--- src/rtl/muldiv_sequencer_pkg.sv ---
// Shared decode constants for the execute stage: opcode/aluop fields used by
// the decoder and ALU, rstatus exception codes, and the multiply/divide
// sequencer state encoding.
package muldiv_sequencer_pkg;

   localparam logic [4:0]  OP_ALU      = 5'b00000;
   localparam logic [4:0]  ALUOP_MUL   = 5'b00110;
   localparam logic [4:0]  ALUOP_DIV   = 5'b00111;

   localparam logic [31:0] RS_MUL_OVF  = 32'd4;
   localparam logic [31:0] RS_DIV_ZERO = 32'd5;

   typedef enum logic [1:0] {
      ST_IDLE = 2'b00,
      ST_BUSY = 2'b01,
      ST_DONE = 2'b10
   } md_state_e;

   // True when the DX latch holds a real mul or div instruction.
   function automatic logic is_md_insn(input logic valid, input logic [31:0] ir);
      return valid && (ir[31:27] == OP_ALU) &&
             ((ir[6:2] == ALUOP_MUL) || (ir[6:2] == ALUOP_DIV));
   endfunction

endpackage

--- src/rtl/muldiv_sequencer_md_cycle_counter.sv ---
// md_cycle_counter: CNT_W-bit up-counter with synchronous clear, count enable
// and a terminal-count flag.
//   clock    in   rising-edge clock
//   reset    in   asynchronous active-low reset (count -> 0)
//   clr      in   load zero on the next edge (wins over en)
//   en       in   increment on the next edge
//   tc       out  high in the enabled cycle whose increment reaches TERMINAL
module md_cycle_counter
   import muldiv_sequencer_pkg::*;
#(
   parameter int CNT_W    = 7,
   parameter int TERMINAL = 64
) (
   input  logic clock,
   input  logic reset,
   input  logic clr,
   input  logic en,
   output logic tc
);

   localparam logic [CNT_W-1:0] TERM_C = CNT_W'(TERMINAL);

   logic [CNT_W-1:0] cnt_q;
   logic [CNT_W-1:0] cnt_d;
   logic [CNT_W-1:0] cnt_inc;

   assign cnt_inc = cnt_q + 1'b1;

   always_comb begin
      cnt_d = cnt_q;
      if (clr) begin
         cnt_d = '0;
      end else if (en) begin
         cnt_d = cnt_inc;
      end
   end

   always_ff @(posedge clock or negedge reset) begin
      if (!reset) begin
         cnt_q <= '0;
      end else begin
         cnt_q <= cnt_d;
      end
   end

   // Flagging on the incremented value makes the window exactly TERMINAL
   // enabled cycles long, counted from the first cycle after a clear.
   assign tc = en && (cnt_inc == TERM_C);

endmodule

--- src/rtl/muldiv_sequencer.sv ---
// muldiv_sequencer: execute-stage controller for the iterative multiply/divide
// unit. Spots mul/div in DX, latches operands, pulses the unit start, stalls
// PC/FD/DX until the unit answers (or times out), then presents the result or
// rstatus code to XM for one cycle.
//   clock, reset           clock; asynchronous active-low reset
//   dx_ir/dx_valid         instruction in DX and its valid bit
//   dx_a/dx_b              bypassed operands
//   kill                   DX flush; abandons any operation in flight
//   unit_result/_exception/_ready   multdiv unit response
//   ctrl_mult/ctrl_div     one-cycle start pulses
//   unit_a/unit_b          latched operands to the unit
//   stall                  freeze PC, FD, DX
//   result_valid/result    XM takes result this cycle
//   exc_valid/exc_rstatus  write rstatus code to r30 instead of rd
//   timeout                sticky: the unit never answered
//
// state | meaning
// ------+-------------------------------------------------------------
// IDLE  | no operation; mul/div in DX starts one (stall goes high now)
// BUSY  | unit running; stall high; wait for ready, kill or timeout
// DONE  | one cycle presenting result to XM; stall low
module muldiv_sequencer
   import muldiv_sequencer_pkg::*;
#(
   parameter int TIMEOUT_CYCLES = 64,
   parameter int CNT_W          = 7
) (
   input  logic        clock,
   input  logic        reset,
   input  logic [31:0] dx_ir,
   input  logic        dx_valid,
   input  logic [31:0] dx_a,
   input  logic [31:0] dx_b,
   input  logic        kill,
   input  logic [31:0] unit_result,
   input  logic        unit_exception,
   input  logic        unit_ready,
   output logic        ctrl_mult,
   output logic        ctrl_div,
   output logic [31:0] unit_a,
   output logic [31:0] unit_b,
   output logic        stall,
   output logic        result_valid,
   output logic [31:0] result,
   output logic        exc_valid,
   output logic [31:0] exc_rstatus,
   output logic        timeout
);

   md_state_e   state_q, state_d;
   logic        ctrl_mult_q, ctrl_mult_d;
   logic        ctrl_div_q, ctrl_div_d;
   logic [31:0] unit_a_q, unit_a_d;
   logic [31:0] unit_b_q, unit_b_d;
   logic        op_div_q, op_div_d;
   logic [31:0] result_q, result_d;
   logic        exc_q, exc_d;
   logic [31:0] exc_rstatus_q, exc_rstatus_d;
   logic        timeout_q, timeout_d;

   logic        is_md;
   logic        dx_is_div;
   logic        cnt_clr;
   logic        cnt_en;
   logic        cnt_tc;
   logic        stall_c;
   logic        result_valid_c;
   logic        exc_valid_c;

   assign is_md     = is_md_insn(dx_valid, dx_ir);
   assign dx_is_div = (dx_ir[6:2] == ALUOP_DIV);
   assign cnt_en    = (state_q == ST_BUSY);

   md_cycle_counter #(
      .CNT_W    (CNT_W),
      .TERMINAL (TIMEOUT_CYCLES)
   ) u_cycle_counter (
      .clock (clock),
      .reset (reset),
      .clr   (cnt_clr),
      .en    (cnt_en),
      .tc    (cnt_tc)
   );

   always_comb begin
      state_d        = state_q;
      ctrl_mult_d    = 1'b0;
      ctrl_div_d     = 1'b0;
      unit_a_d       = unit_a_q;
      unit_b_d       = unit_b_q;
      op_div_d       = op_div_q;
      result_d       = result_q;
      exc_d          = exc_q;
      exc_rstatus_d  = exc_rstatus_q;
      timeout_d      = timeout_q;
      cnt_clr        = 1'b0;
      stall_c        = 1'b0;
      result_valid_c = 1'b0;
      exc_valid_c    = 1'b0;

      case (state_q)
         ST_IDLE: begin
            if (is_md && !kill) begin
               stall_c     = 1'b1;
               state_d     = ST_BUSY;
               ctrl_mult_d = !dx_is_div;
               ctrl_div_d  = dx_is_div;
               op_div_d    = dx_is_div;
               unit_a_d    = dx_a;
               unit_b_d    = dx_b;
               exc_d       = 1'b0;
               cnt_clr     = 1'b1;
            end
         end

         ST_BUSY: begin
            stall_c = 1'b1;
            if (kill) begin
               state_d = ST_IDLE;
            end else if (unit_ready) begin
               state_d = ST_DONE;
               exc_d   = unit_exception;
               if (unit_exception) begin
                  result_d      = '0;
                  exc_rstatus_d = op_div_q ? RS_DIV_ZERO : RS_MUL_OVF;
               end else begin
                  result_d = unit_result;
               end
            end else if (cnt_tc) begin
               state_d   = ST_DONE;
               timeout_d = 1'b1;
               result_d  = '0;
               exc_d     = 1'b0;
            end
         end

         ST_DONE: begin
            // DX still holds the finishing instruction here; it must not
            // start again, so is_md is deliberately not looked at.
            result_valid_c = 1'b1;
            exc_valid_c    = exc_q;
            state_d        = ST_IDLE;
         end

         default: begin
            state_d = ST_IDLE;
         end
      endcase
   end

   always_ff @(posedge clock or negedge reset) begin
      if (!reset) begin
         state_q       <= ST_IDLE;
         ctrl_mult_q   <= 1'b0;
         ctrl_div_q    <= 1'b0;
         unit_a_q      <= '0;
         unit_b_q      <= '0;
         op_div_q      <= 1'b0;
         result_q      <= '0;
         exc_q         <= 1'b0;
         exc_rstatus_q <= '0;
         timeout_q     <= 1'b0;
      end else begin
         state_q       <= state_d;
         ctrl_mult_q   <= ctrl_mult_d;
         ctrl_div_q    <= ctrl_div_d;
         unit_a_q      <= unit_a_d;
         unit_b_q      <= unit_b_d;
         op_div_q      <= op_div_d;
         result_q      <= result_d;
         exc_q         <= exc_d;
         exc_rstatus_q <= exc_rstatus_d;
         timeout_q     <= timeout_d;
      end
   end

   // The IDLE stall path is purely combinational from DX, so it is gated by
   // reset to make stall drop the moment reset asserts.
   assign stall        = stall_c && reset;
   assign ctrl_mult    = ctrl_mult_q;
   assign ctrl_div     = ctrl_div_q;
   assign unit_a       = unit_a_q;
   assign unit_b       = unit_b_q;
   assign result_valid = result_valid_c;
   assign result       = result_q;
   assign exc_valid    = exc_valid_c;
   assign exc_rstatus  = exc_rstatus_q;
   assign timeout      = timeout_q;

endmodule

--- config.mk ---
export PLATFORM = sky130hd
export DESIGN_NAME = muldiv_sequencer
export DESIGN_NICKNAME = d
export VERILOG_FILES = /design/src/rtl/muldiv_sequencer_pkg.sv /design/src/rtl/muldiv_sequencer_md_cycle_counter.sv /design/src/rtl/muldiv_sequencer.sv
export SDC_FILE = /design/constraint.sdc
export NUM_CORES = 1
export LEC_CHECK = 0
export BUFFER_PORTS_ARGS = -buffer_cell sky130_fd_sc_hd__buf_2
export CAP_MARGIN = 30
export CORE_ASPECT_RATIO = 2
export CORE_MARGIN = 10
export CORE_UTILIZATION = 49
export CTS_BUF_LIST = sky130_fd_sc_hd__clkbuf_8
export CTS_CLUSTER_DIAMETER = 100
export DETAILED_ROUTE_END_ITERATION = 10
export HOLD_SLACK_MARGIN = 0.05
export PLACE_DENSITY_LB_ADDON = 0.12
export SYNTH_ARGS = -nofsm -noshare
export SYNTH_HDL_FRONTEND = slang
export SYNTH_SLANG_ARGS = --single-unit
--- constraint.sdc ---
create_clock -name clock -period 6.7 [get_ports clock]
set_input_delay 0 -clock clock [delete_from_list [all_inputs] [get_ports clock]]
set_output_delay 0 -clock clock [all_outputs]
set_load 0.01 [all_outputs]
==> flow_summary_export.csv <==
group,metric,value,unit
worst_setup_path,cp_top_family,"buffers and inverters",
clock_network,clkTransAtPathRegs,0.10,ns
timing,max_freq,0.359,GHz
worst_setup_path,startpoint_type,"flop",
global_route,grt_max_degree,66,
timing,hold_slack,0.0863,ns
clock_network,numCtsBuffers,9,
logic_synthesis,syn_inst,323,
clock_network,cts_root_buf,"clkbuf_8",
worst_setup_path,end_kind,"flop",
floorplan,top_level_ports,268,
placement,dpl.hpwl,9540,µm
status,status,"completed",
logic_synthesis,ys_types,44,
worst_setup_path,crit_start,"state_q[0]$_DFFE_PN0P_",
worst_setup_path,critPathMaxStageDelay,0.59,ns
worst_setup_path,r2r_start,"state_q[0]$_DFFE_PN0P_",
power,p_leak,3.90,nW
cells_and_area,multi_input_area,1570,µm²
worst_setup_path,cp_slowest_cell,"dlygate4sd3_1",
floorplan,coreArea,9260,µm²
route,wl_per_cell,18.9,µm
clock_network,cts_sinks,112,
worst_hold_path,min_path_type,"in2reg",
timing,tightest_slew,0.805,ns
timing,final.setup.tns,0,ns
logic_synthesis,synthFlopType,"dfrtp_1",
timing,maxSlewHeadroom,46.3,%
floorplan,die_h,157,µm
clock_network,clock_path_buffers,2,
logic_synthesis,synth_area_leader_cell,"dfrtp_1",
job,drv_cap,0,
worst_setup_path,crit_path_cell_trace,"nor4b_1 > nand4_1 > buf_4 > a21oi_1 > dlygate4sd3_1",
worst_setup_path,arrival,3.09,ns
route,via_per_inst,5.09,
timing,setup_viol,0,
logic_synthesis,netlist.area_leader.share,60.9,%
global_route,grt_remaining_overflow,0,
timing,hold_violations,0,
worst_setup_path,path_max_fanout,65,
clock_network,clk_latency,0.37,ns
logic_synthesis,synth.area.top_cells,"dfrtp_1, mux2_2, a32o_1",
placement,gp_congestion,0.743,
power,peakVddDrop,166,µV
timing,drv_slew,0,
cells_and_area,layout.nets,771,
placement,dp.cells,625,
clock_network,htreeDepth,3,
route,final_antenna_net_count,0,
logic_synthesis,ys_ff_latch,112,
clock_network,cts_setup_buffers,0,
route,drc,0,
placement,dp_slack,4.31,ns
floorplan,die_w,88.5,µm
logic_synthesis,synth.avg_cell_area,14.3,µm²
worst_setup_path,path_buf_inv,2,
worst_setup_path,path_class,"reg2reg",
floorplan,num_rows,50,
route,vias,3785,
route,dr.pass1.iters,5,
timing,finClkSkew,0.00938,ns
logic_synthesis,synth_edf_count,0,
global_route,grt_pass1_vias,4101,
route,wl,14100,µm
cells_and_area,fin_cells,744,
route,drt_iter0_drc,158,
placement,postPlaceCellArea,5640,µm²
logic_synthesis,yosys-top-cells-count,"dfrtp_1, mux2_2, a32o_1, buf_4, clkbuf_1",
logic_synthesis,seq_area_frac_synth,60.9,%
placement,placement.io_buffers,215,
timing,min_period,2.79,ns
timing,worst_slack,3.91,ns
timing,rsz0062_at_grt,"false",
power,fin_total_pwr,1.27,mW
floorplan,start_util,49.7,%
cells_and_area,drive_gt1_share,47.7,%
global_route,grt_first_pass_wirelength,21700,µm
cells_and_area,syn_to_final_growth,49.6,%
floorplan,dieArea,13900,µm²
clock_network,cts_tree,"done",
cells_and_area,stdcell_area,6890,µm²
cells_and_area,fin_util,74.4,%
global_route,antenna_found_initial,0,
logic_synthesis,async_reset_ff_share,100,%
logic_synthesis,yosys_warnings,0,
worst_hold_path,min-delay-start,"unit_exception",
global_route,gr-usage-all-layers,20.2,%
cells_and_area,seqCellArea,2800,µm²
cells_and_area,fill_cells,617,
worst_setup_path,required,7.01,ns
timing,fin_crit_sh,41.6,%
logic_synthesis,synth_most_common_cell,"dfrtp_1",
power,pwr_density_cell,185,nW/µm²
logic_synthesis,netlist_area,4600,µm²
cells by family (layout without fill, tap and decap cells):
family / after synthesis / after routing / share of synthesized area [%]
buffers and inverters: 52 / 339 / 7.58
and+or+nand+nor: 37 / 37 / 4.73
adders and majority gates: 2 / 2 / 0.543
AOI/OAI and AO/OA: 51 / 51 / 9.73
xor gates and xnor gates: 3 / 3 / 0.571
DFF: 112 / 112 / 60.9
other: 1 / 31 / 0.0814
muxes: 65 / 65 / 15.9
worst min-delay path, cell delays in order:
cell and delay (ns):
buf_2 0.10, and3_1 0.21, a31oi_1 0.06, o41ai_1 0.06
flip-flops by register name, summed over array words and instances, names as in the netlist:
signal,cells
ctrl_div,1
timeout,1
unit_b,32
unit_a,32
result,32
exc_q,1
state_q,2
ctrl_mult,1
exc_rstatus,2
u_cycle_counter.cnt_q,7
op_div_q,1
worst paths after layout:
path                                                to  cells after the start  slack [ns]
worst max-delay path               ctrl_mult$_DFF_PN0_                      5        3.91
worst min register to register     timeout$_DFFE_PN0P_                      1        0.46
min in group asynchronous       result[22]$_DFFE_PN0P_                      2        0.24
max in group asynchronous       unit_b[30]$_DFFE_PN0N_                      3        5.30
worst max register to register     ctrl_mult$_DFF_PN0_                      5        3.91
worst min-delay path                 exc_q$_DFFE_PN0P_                      4        0.09
layer usage:
| metal | GRT usage (%) | part of all wire (%) | vias to the layer above | routed length [µm] |
|---|---|---|---|---|
| li1 | - | - | 1739 | - |
| met1 | 20.7 | 34 | 1839 | 4750 |
| met2 | 34.4 | 53 | 190 | 7420 |
| met3 | 9.32 | 12 | 17 | 1630 |
| met4 | 7.90 | 2.0 | 0 | 288 |
| met5 | 0 | 0 | - | 0 |
final cells by class:
type                       count  share of cell area (%)
sequential                   112                    40.7
tap                          104                    1.89
multi-input combinational    188                    22.7
inverter                       2                   0.109
antenna                        1                  0.0363
clock buffer                  10                    2.00
timing repair buffer         322                    31.4
clock inverter                 5                    1.16
power by group:
group          total [mW]  internal, mW  leakage, nW  switching, mW
Sequential          0.692         0.685         1.53        0.00724
Clock               0.435         0.219        0.110          0.216
Combinational       0.146        0.0828         2.26         0.0629
Total                1.27         0.986         3.90          0.286
cells in the final DEF (no fill, tap or decap), types with 2 or more instances in the layout:
cell type,n
a21o_1,2
a21oi_1,2
a32o_1,32
buf_2,214
buf_4,4
bufinv_16,2
clkbuf_8,10
conb_1,30
dfrtp_1,112
dlygate4sd3_1,103
ha_1,2
inv_1,3
mux2_2,65
nand2_1,6
nand2b_1,2
nand3_1,8
nor2_1,4
nor3_1,3
o21ai_0,6
xor2_1,2
timing repair:
| action | CTS | global route |
|---|---|---|
| resized for setup | 0 | 0 |
| hold buffers | 103 | 0 |
| hold endpoints to repair | 165 | 0 |
No activity file was read; power rests on OpenSTA's default activity.
